File: src/rtl/run_ctrl_pkg.sv
// Shared types and defaults for the run controller: state encoding and
// default budget/drain constants.
package run_ctrl_pkg;

  typedef enum logic [2:0] {
    BOOT    = 3'd0,
    RUN     = 3'd1,
    PAUSE   = 3'd2,
    DRAIN   = 3'd3,
    HALTED  = 3'd4,
    TIMEOUT = 3'd5
  } run_state_t;

  localparam int RUN_MAX_CYCLES   = 10000;
  localparam int RUN_DRAIN_CYCLES = 4;

  // Bits needed to hold values 0..n-1, never less than one.
  function automatic int cnt_width(input int n);
    if (n < 2) begin
      return 1;
    end
    return $clog2(n);
  endfunction

endpackage

File: src/rtl/drain_timer.sv
// One-shot down counter that measures the drain interval after a halt is
// accepted; done is high for the single cycle the armed count sits at zero.
module drain_timer
  import run_ctrl_pkg::*;
#(
  parameter int DRAIN_CYCLES = RUN_DRAIN_CYCLES
) (
  input  logic clk,
  input  logic reset,
  input  logic start,
  output logic done
);

  localparam int CNT_W = cnt_width(DRAIN_CYCLES);
  localparam logic [CNT_W-1:0] LOAD_VALUE =
    CNT_W'((DRAIN_CYCLES > 0) ? (DRAIN_CYCLES - 1) : 0);

  logic             armed;
  logic [CNT_W-1:0] count;

  always_ff @(posedge clk or posedge reset) begin
    if (reset) begin
      armed <= 1'b0;
      count <= '0;
    end else if (start) begin
      armed <= 1'b1;
      count <= LOAD_VALUE;
    end else if (armed) begin
      // Disarm once the zero count has been reported so done is a single pulse.
      if (count == '0) begin
        armed <= 1'b0;
      end else begin
        count <= count - 1'b1;
      end
    end
  end

  assign done = armed && (count == '0);

endmodule

File: src/rtl/run_ctrl.sv
// Run controller: owns the pipeline enable, counts executed cycles against a
// budget, drains before halting and grants debug pause.
module run_ctrl
  import run_ctrl_pkg::*;
#(
  parameter int MAX_CYCLES   = RUN_MAX_CYCLES,
  parameter int DRAIN_CYCLES = RUN_DRAIN_CYCLES,
  parameter int CW           = 16
) (
  input  logic          clk,
  input  logic          reset,
  input  logic          halt_req,
  input  logic          pause_req,
  output logic          run,
  output logic          pause_ack,
  output logic          halt,
  output logic          timeout,
  output logic [CW-1:0] cycles
);

  localparam logic [CW-1:0] LAST_CYCLE = CW'(MAX_CYCLES - 1);
  localparam bit            HAS_DRAIN  = (DRAIN_CYCLES > 0);

  run_state_t state;
  logic       drain_start;
  logic       drain_done;

  assign drain_start = HAS_DRAIN && (state == RUN) && halt_req;

  drain_timer #(
    .DRAIN_CYCLES(DRAIN_CYCLES)
  ) u_drain_timer (
    .clk  (clk),
    .reset(reset),
    .start(drain_start),
    .done (drain_done)
  );

  always_ff @(posedge clk or posedge reset) begin
    if (reset) begin
      state     <= BOOT;
      run       <= 1'b0;
      pause_ack <= 1'b0;
      halt      <= 1'b0;
      timeout   <= 1'b0;
      cycles    <= '0;
    end else begin
      // Count the edge itself when leaving RUN/DRAIN, so TIMEOUT lands on MAX_CYCLES.
      if ((state == RUN) || (state == DRAIN)) begin
        cycles <= cycles + 1'b1;
      end

      case (state)
        BOOT: begin
          state <= RUN;
          run   <= 1'b1;
        end

        RUN: begin
          if (halt_req) begin
            run <= 1'b0;
            if (HAS_DRAIN) begin
              state <= DRAIN;
            end else begin
              state <= HALTED;
              halt  <= 1'b1;
            end
          end else if (cycles == LAST_CYCLE) begin
            state   <= TIMEOUT;
            run     <= 1'b0;
            halt    <= 1'b1;
            timeout <= 1'b1;
          end else if (pause_req) begin
            state     <= PAUSE;
            run       <= 1'b0;
            pause_ack <= 1'b1;
          end
        end

        PAUSE: begin
          if (!pause_req) begin
            state     <= RUN;
            run       <= 1'b1;
            pause_ack <= 1'b0;
          end
        end

        DRAIN: begin
          if (drain_done) begin
            state <= HALTED;
            halt  <= 1'b1;
          end
        end

        // HALTED and TIMEOUT hold until reset.
        default: begin
          state <= state;
        end
      endcase
    end
  end

endmodule

File: config.mk
export PLATFORM = sky130hd
export DESIGN_NAME = run_ctrl
export DESIGN_NICKNAME = d
export VERILOG_FILES = /design/src/rtl/run_ctrl_pkg.sv /design/src/rtl/drain_timer.sv /design/src/rtl/run_ctrl.sv
export SDC_FILE = /design/constraint.sdc
export NUM_CORES = 1
export LEC_CHECK = 0
export BUFFER_PORTS_ARGS = -buffer_cell sky130_fd_sc_hd__buf_2
export CAP_MARGIN = 20
export CORE_AREA = 2 2 54 56
export CTS_CLUSTER_SIZE = 16
export DETAILED_ROUTE_END_ITERATION = 6
export DIE_AREA = 0 0 56 58
export PLACE_DENSITY = 0.67
export SYNTH_ARGS = -nofsm -noshare
export SYNTH_HDL_FRONTEND = slang
export SYNTH_HIERARCHICAL = 1
export SYNTH_SLANG_ARGS = --single-unit
export TNS_END_PERCENT = 1
File: constraint.sdc
create_clock -name clk -period 4.36 [get_ports clk]
set_input_delay 0.872 -clock clk [delete_from_list [all_inputs] [get_ports clk]]
set_output_delay 0.872 -clock clk [all_outputs]
set_load 0.03 [all_outputs]
## Word-level counts from Yosys, hierarchy flattened

Cells that the tools add are included.

- Register bits after elaboration: 26
- Bits of input ports: 4
- Output and inout port bits: 20
- Logic and storage cells: 65

- Add/sub/neg operators: 2
- Equality and inequality tests: 12
- Multiplexer cells: 26
- Bitwise gates (word level): 1
- Reduce and logical (&&, ||, !) cells: 16

Operators by type and width:

| cell | number |
|---|---|
| 16-bit by 1-bit adder with 16-bit output (second input constant) | 1 |
| 16-bit by 14-bit == test with 1-bit output (second input constant) | 1 |
| 3-bit two-way mux | 5 |
| 1-bit two-way mux | 14 |
| 2-bit inequality test (second input constant) | 6 |
| 3-bit case mux with 4 select lines | 1 |
| 4-bit AND reduction | 2 |
| 3-bit by 2-bit == test with 1-bit output (second input constant) | 2 |
| 2-bit two-way mux | 3 |
| 3-bit AND reduction | 2 |
| 2-bit nonzero test | 3 |
| 5-bit AND reduction | 1 |
| 4-bit by 3-bit inequality test with 1-bit output (second input constant) | 1 |
| 1-bit case mux with 2 select lines | 2 |
| 4-bit nonzero test | 1 |
| 3-bit by 1-bit == test with 1-bit output (second input constant) | 1 |
| 3-bit zero test | 1 |
| 1-bit case mux with 3 select lines | 1 |
| 3-bit nonzero test | 1 |
| 1-bit logical AND | 2 |
| 2-bit zero test | 1 |
| 2-bit by 1-bit inequality test with 1-bit output (second input constant) | 1 |
| 2-bit AND reduction | 1 |
| 2-bit by 1-bit subtractor with 2-bit output (second input constant) | 1 |
| 2 further kinds | 2 |

## Depth between registers and ports, before layout

- Depth after elaboration: 4
- Gate-level depth with buffers: 7
- Depth with buffers taken out: 7

## Modules after synthesis

Netlist, hierarchy kept.

By module, submodules not included:

| module | times used | cells an instance | area each (um^2) | seq. area each (um^2) |
|---|---|---|---|---|
| run_ctrl | 1 | 108 | 1119.8 | 575.6 |
| drain_timer | 1 | 16 | 162.7 | 75.1 |

## Worst setup path after synthesis

OpenSTA, ideal clock, no wires.

- Kind: flip-flop to flip-flop
- Start point: register cycles[6]
- End point: register state[0]
- Setup time: 0.125 ns
- Arrival time: 2.293 ns
- Required time: 4.235 ns
- Path slack: 1.942 ns
- Stages on the path, launching flop included: 6
- Path buffers: 1
- Clock period less this slack: 2.418 ns
- Path through: dfrtp_1 or4_4 or4_1 buf_2 a221o_1 mux2_4

- Longest elaborated chain between the ends: 4
- Elaborated cells between the ends (all ways): 6
- Classes of those cells: 2 x eq/ne; 3 x mux; 1 x reduce/logical

RTL lines:

| element | RTL line | RTL |
|---|---|---|
| start, declared | run_ctrl.sv:18 | `output logic [CW-1:0] cycles` |
| start signal, assigned | run_ctrl.sv:50 | `cycles <= cycles + 1'b1;` |
| 16-bit by 14-bit == test with 1-bit output * | run_ctrl.sv:68 | `end else if (cycles == LAST_CYCLE) begin` |
| 3-bit two-way mux | run_ctrl.sv:68 |  |
| 3-bit two-way mux | run_ctrl.sv:60 | `if (halt_req) begin` |
| 3-bit case mux with 4 select lines | run_ctrl.sv:53 | `case (state)` |
| end signal, assigned | run_ctrl.sv:97 | `state <= state;` |
| end, declared | run_ctrl.sv:24 | `run_state_t state;` |

Mark *: on every way between the ends. The rest lies on a longest branch, timed or not.
A chain may end at the register's enable or synchronous reset.

## Worst setup path after layout

Ends and elaborated chain as after synthesis.

==> impl_metrics.ini <==
[die]
rows = 19
initial_utilization_pct = 48.2
die_x_um = 56
die_h_um = 58
dieArea_um2 = 3250
ioPinCount = 24
core_region_area_um2 = 2660

[sta]
fin_tns_setup_ns = 0
rsz0062_at_grt = no
finalHoldViolCount = 0
slew-limit-headroom_pct = 41.5
hold_ws_ns = 0.393
fmax_mhz = 422
layout_min_cycle_time_ns = 2.37
final_max_slew_viol_count = 0
finalClockSkew_ns = 0.00762
worst_slew_pin_slew_ns = 0.877
timing.final.crit_share_pct = 54.3
setup_violations = 0

[synthesis]
syn_inst = 124
yosysUniqueCellTypes = 35
synth_compound_area_share_pct = 8.10
yosysWarnings = 6
yosysSeqAreaShare_pct = 50.7
synthXorXnorAreaFrac_pct = 10.2
syn-num-nets = 130
syn_area_um2 = 1280
synth-edff-count = 0
muxShareOfSynthArea_pct = 1.95
synth_seq_cells = 26
synth.avg_cell_area_um2 = 10.3
synthArstFlopShare_pct = 100
synthFlopType = dfrtp_1
synthAdderAreaFrac_pct = 1.95
synth_simple_gate_area_share_pct = 23.4
synth_top_family_by_area = simple AND/OR/NAND/NOR gates

[clocking]
cts-buffers-inserted = 3
cts_tree = done
path_clk_slew_ns = 0.14
cts_root_buf = clkbuf_4
cts_sinks = 26
clock_latency_ns = 0.32
h-tree-depth = 1
cts_resized = 0
cts_hold_buffers = 0
clock_path_buffers = 2
cts_setup_buffers = 0

[power_and_ir_drop]
power_frac_comb_pct = 29.0
p_total_mw = 0.731
power_density_nw_per_um2 = 496
pwr-share-clk_pct = 22.3
p_seq_share_pct = 48.7
switchingPower_mw = 0.262
sw_frac_of_total_pct = 35.9
p_int_mw = 0.468
irDropWorstVdd_uv = 338
p_leak_nw = 0.741

[global_routing]
antenna_found_initial = 0
grt_pass1_wl_mm = 4.17
grt_usage_pct = 16.3
grt_max_degree = 24
grt-ovfl-total = 0
grt_pass1_vias = 919

[worst_hold_path]
hold_class = input pin to asynchronous set/reset pin

[critical_path]
critical_path_class = register to register
crit_arrival_ns = 2.58
worst_r2r_endpoint = state[0]
cpPeakStageDelay_ns = 0.62
path_delay_family = simple AND/OR/NAND/NOR gates
cpMaxStageDelayCell = or4_1
r2r_setup_slack_ns = 1.99
crit_chain = or4_4, or4_1, a221o_1, mux2_4
crit_buf_inv = 0
r2r.worst_path.cells = 4
cp-end-kind = register
rr_startpoint = cycles[6]
critPathMaxFanout = 6
required_ns = 4.58
start_kind = register

[final_layout]
layout-drive-gt1-share_pct = 21.8
final_nets = 154
area_growth_pct = 14.8
nFillCells = 242
seq_area_um2 = 651
final_common_cell = dfrtp_1
antennaDiodeCount = 0
layout_common_cells = dfrtp_1, buf_2, nand3_1, nand2_1, nor2_1
multi_input_area_um2 = 586

[placement]
hpwlAfterDp_mm = 1.89
port_buffers = 23
gp_congestion = 0.784

[run_status]
status = finished clean

[drt]
drt_wl_total_mm = 2.52
ant_nets = 0
first_iter_violations = 20
drt_pass1_iterations = 4
vias = 998
via_per_inst = 5.61
wl_per_cell_um = 14.1
drc_errors = 0

[job]
drv_cap = 0
## sequential cells by signal (all words and copies together), names as in the netlist
| register | count |
|---|---|
| cycles | 16 |
| u_drain_timer/count | 2 |
| u_drain_timer/armed | 1 |
| pause_ack | 1 |
| run | 1 |
| state | 3 |
| timeout | 1 |
| halt | 1 |
## final cells by class
cell class	count	area share (%)
sequential	26	44.2
multi-input combinational	86	39.8
timing repair buffer	23	7.82
tap	31	2.63
clock inverter	1	2.04
inverter	8	2.04
clock buffer	3	1.53
## power groups by stage
stage / clock (mW) / combinational [mW] / sequential (mW)
floorplan: 0 / 0.121 / 0.390
global placement: 0 / 0.206 / 0.354
detailed placement: 0 / 0.214 / 0.360
CTS: 0.166 / 0.214 / 0.354
global route: 0.175 / 0.234 / 0.365
finish: 0.163 / 0.212 / 0.356
## stage by stage
step	setup WS (ns)	cell area (um2)	util, %	std cells
3_3_place_gp	2.07	1420	53.3	174
6_report	1.99	1470	55.3	178
5_1_grt	1.93	1470	55.3	178
4_1_cts	1.99	1470	55.3	178
3_5_place_dp	2.03	1420	53.3	174
2_1_floorplan	1.94	1280	-	124
## worst max path at each step
| stage | from | to | slack, ns | cells after the start |
|---|---|---|---|---|
| final | cycles[6] | state[0] | 1.99 | 4 |
| after global routing | cycles[6] | state[0] | 1.93 | 4 |
| after CTS | cycles[6] | state[0] | 1.99 | 4 |
| after detailed placement | cycles[6] | state[0] | 2.03 | 4 |
| after global placement | cycles[6] | state[0] | 2.07 | 4 |
| after floorplan | cycles[6] | state[0] | 1.94 | 5 |
## metal layers
metal	GRT usage [%]	share of wire [%]	vias up
li1	-	-	484
met4	3.06	0.68	0
met1	22.8	48	486
met3	4.24	5.3	2
met5	0	0	-
met2	26.1	46	26
## synthesized netlist by cell type (2+ instances only)
cell | n | share of area, %
dfrtp_1 | 26 | 51
nor4_1 | 4 | 2.0
or4_1 | 2 | 1.2
a21oi_1 | 3 | 1.2
and3_1 | 2 | 0.98
a31oi_1 | 2 | 0.98
a21o_1 | 2 | 1.2
and4bb_1 | 2 | 2.0
nand2b_1 | 2 | 0.98
nor2_1 | 9 | 2.6
nand2_1 | 9 | 2.6
xor2_1 | 8 | 5.5
ha_1 | 2 | 2.0
or4bb_1 | 2 | 1.8
nand3_1 | 9 | 3.5
xnor2_1 | 7 | 4.8
inv_1 | 8 | 2.3
nor3_1 | 6 | 2.3
clkbuf_1 | 3 | 0.88
## logic make-up after synthesis
family	count (synthesis)
mux	2
buf+inv	12
flops	26
simple gates	53
xor+xnor	15
compound gates	14
fa+ha+maj	2
Note: power is estimated with default switching activity, not from simulation.
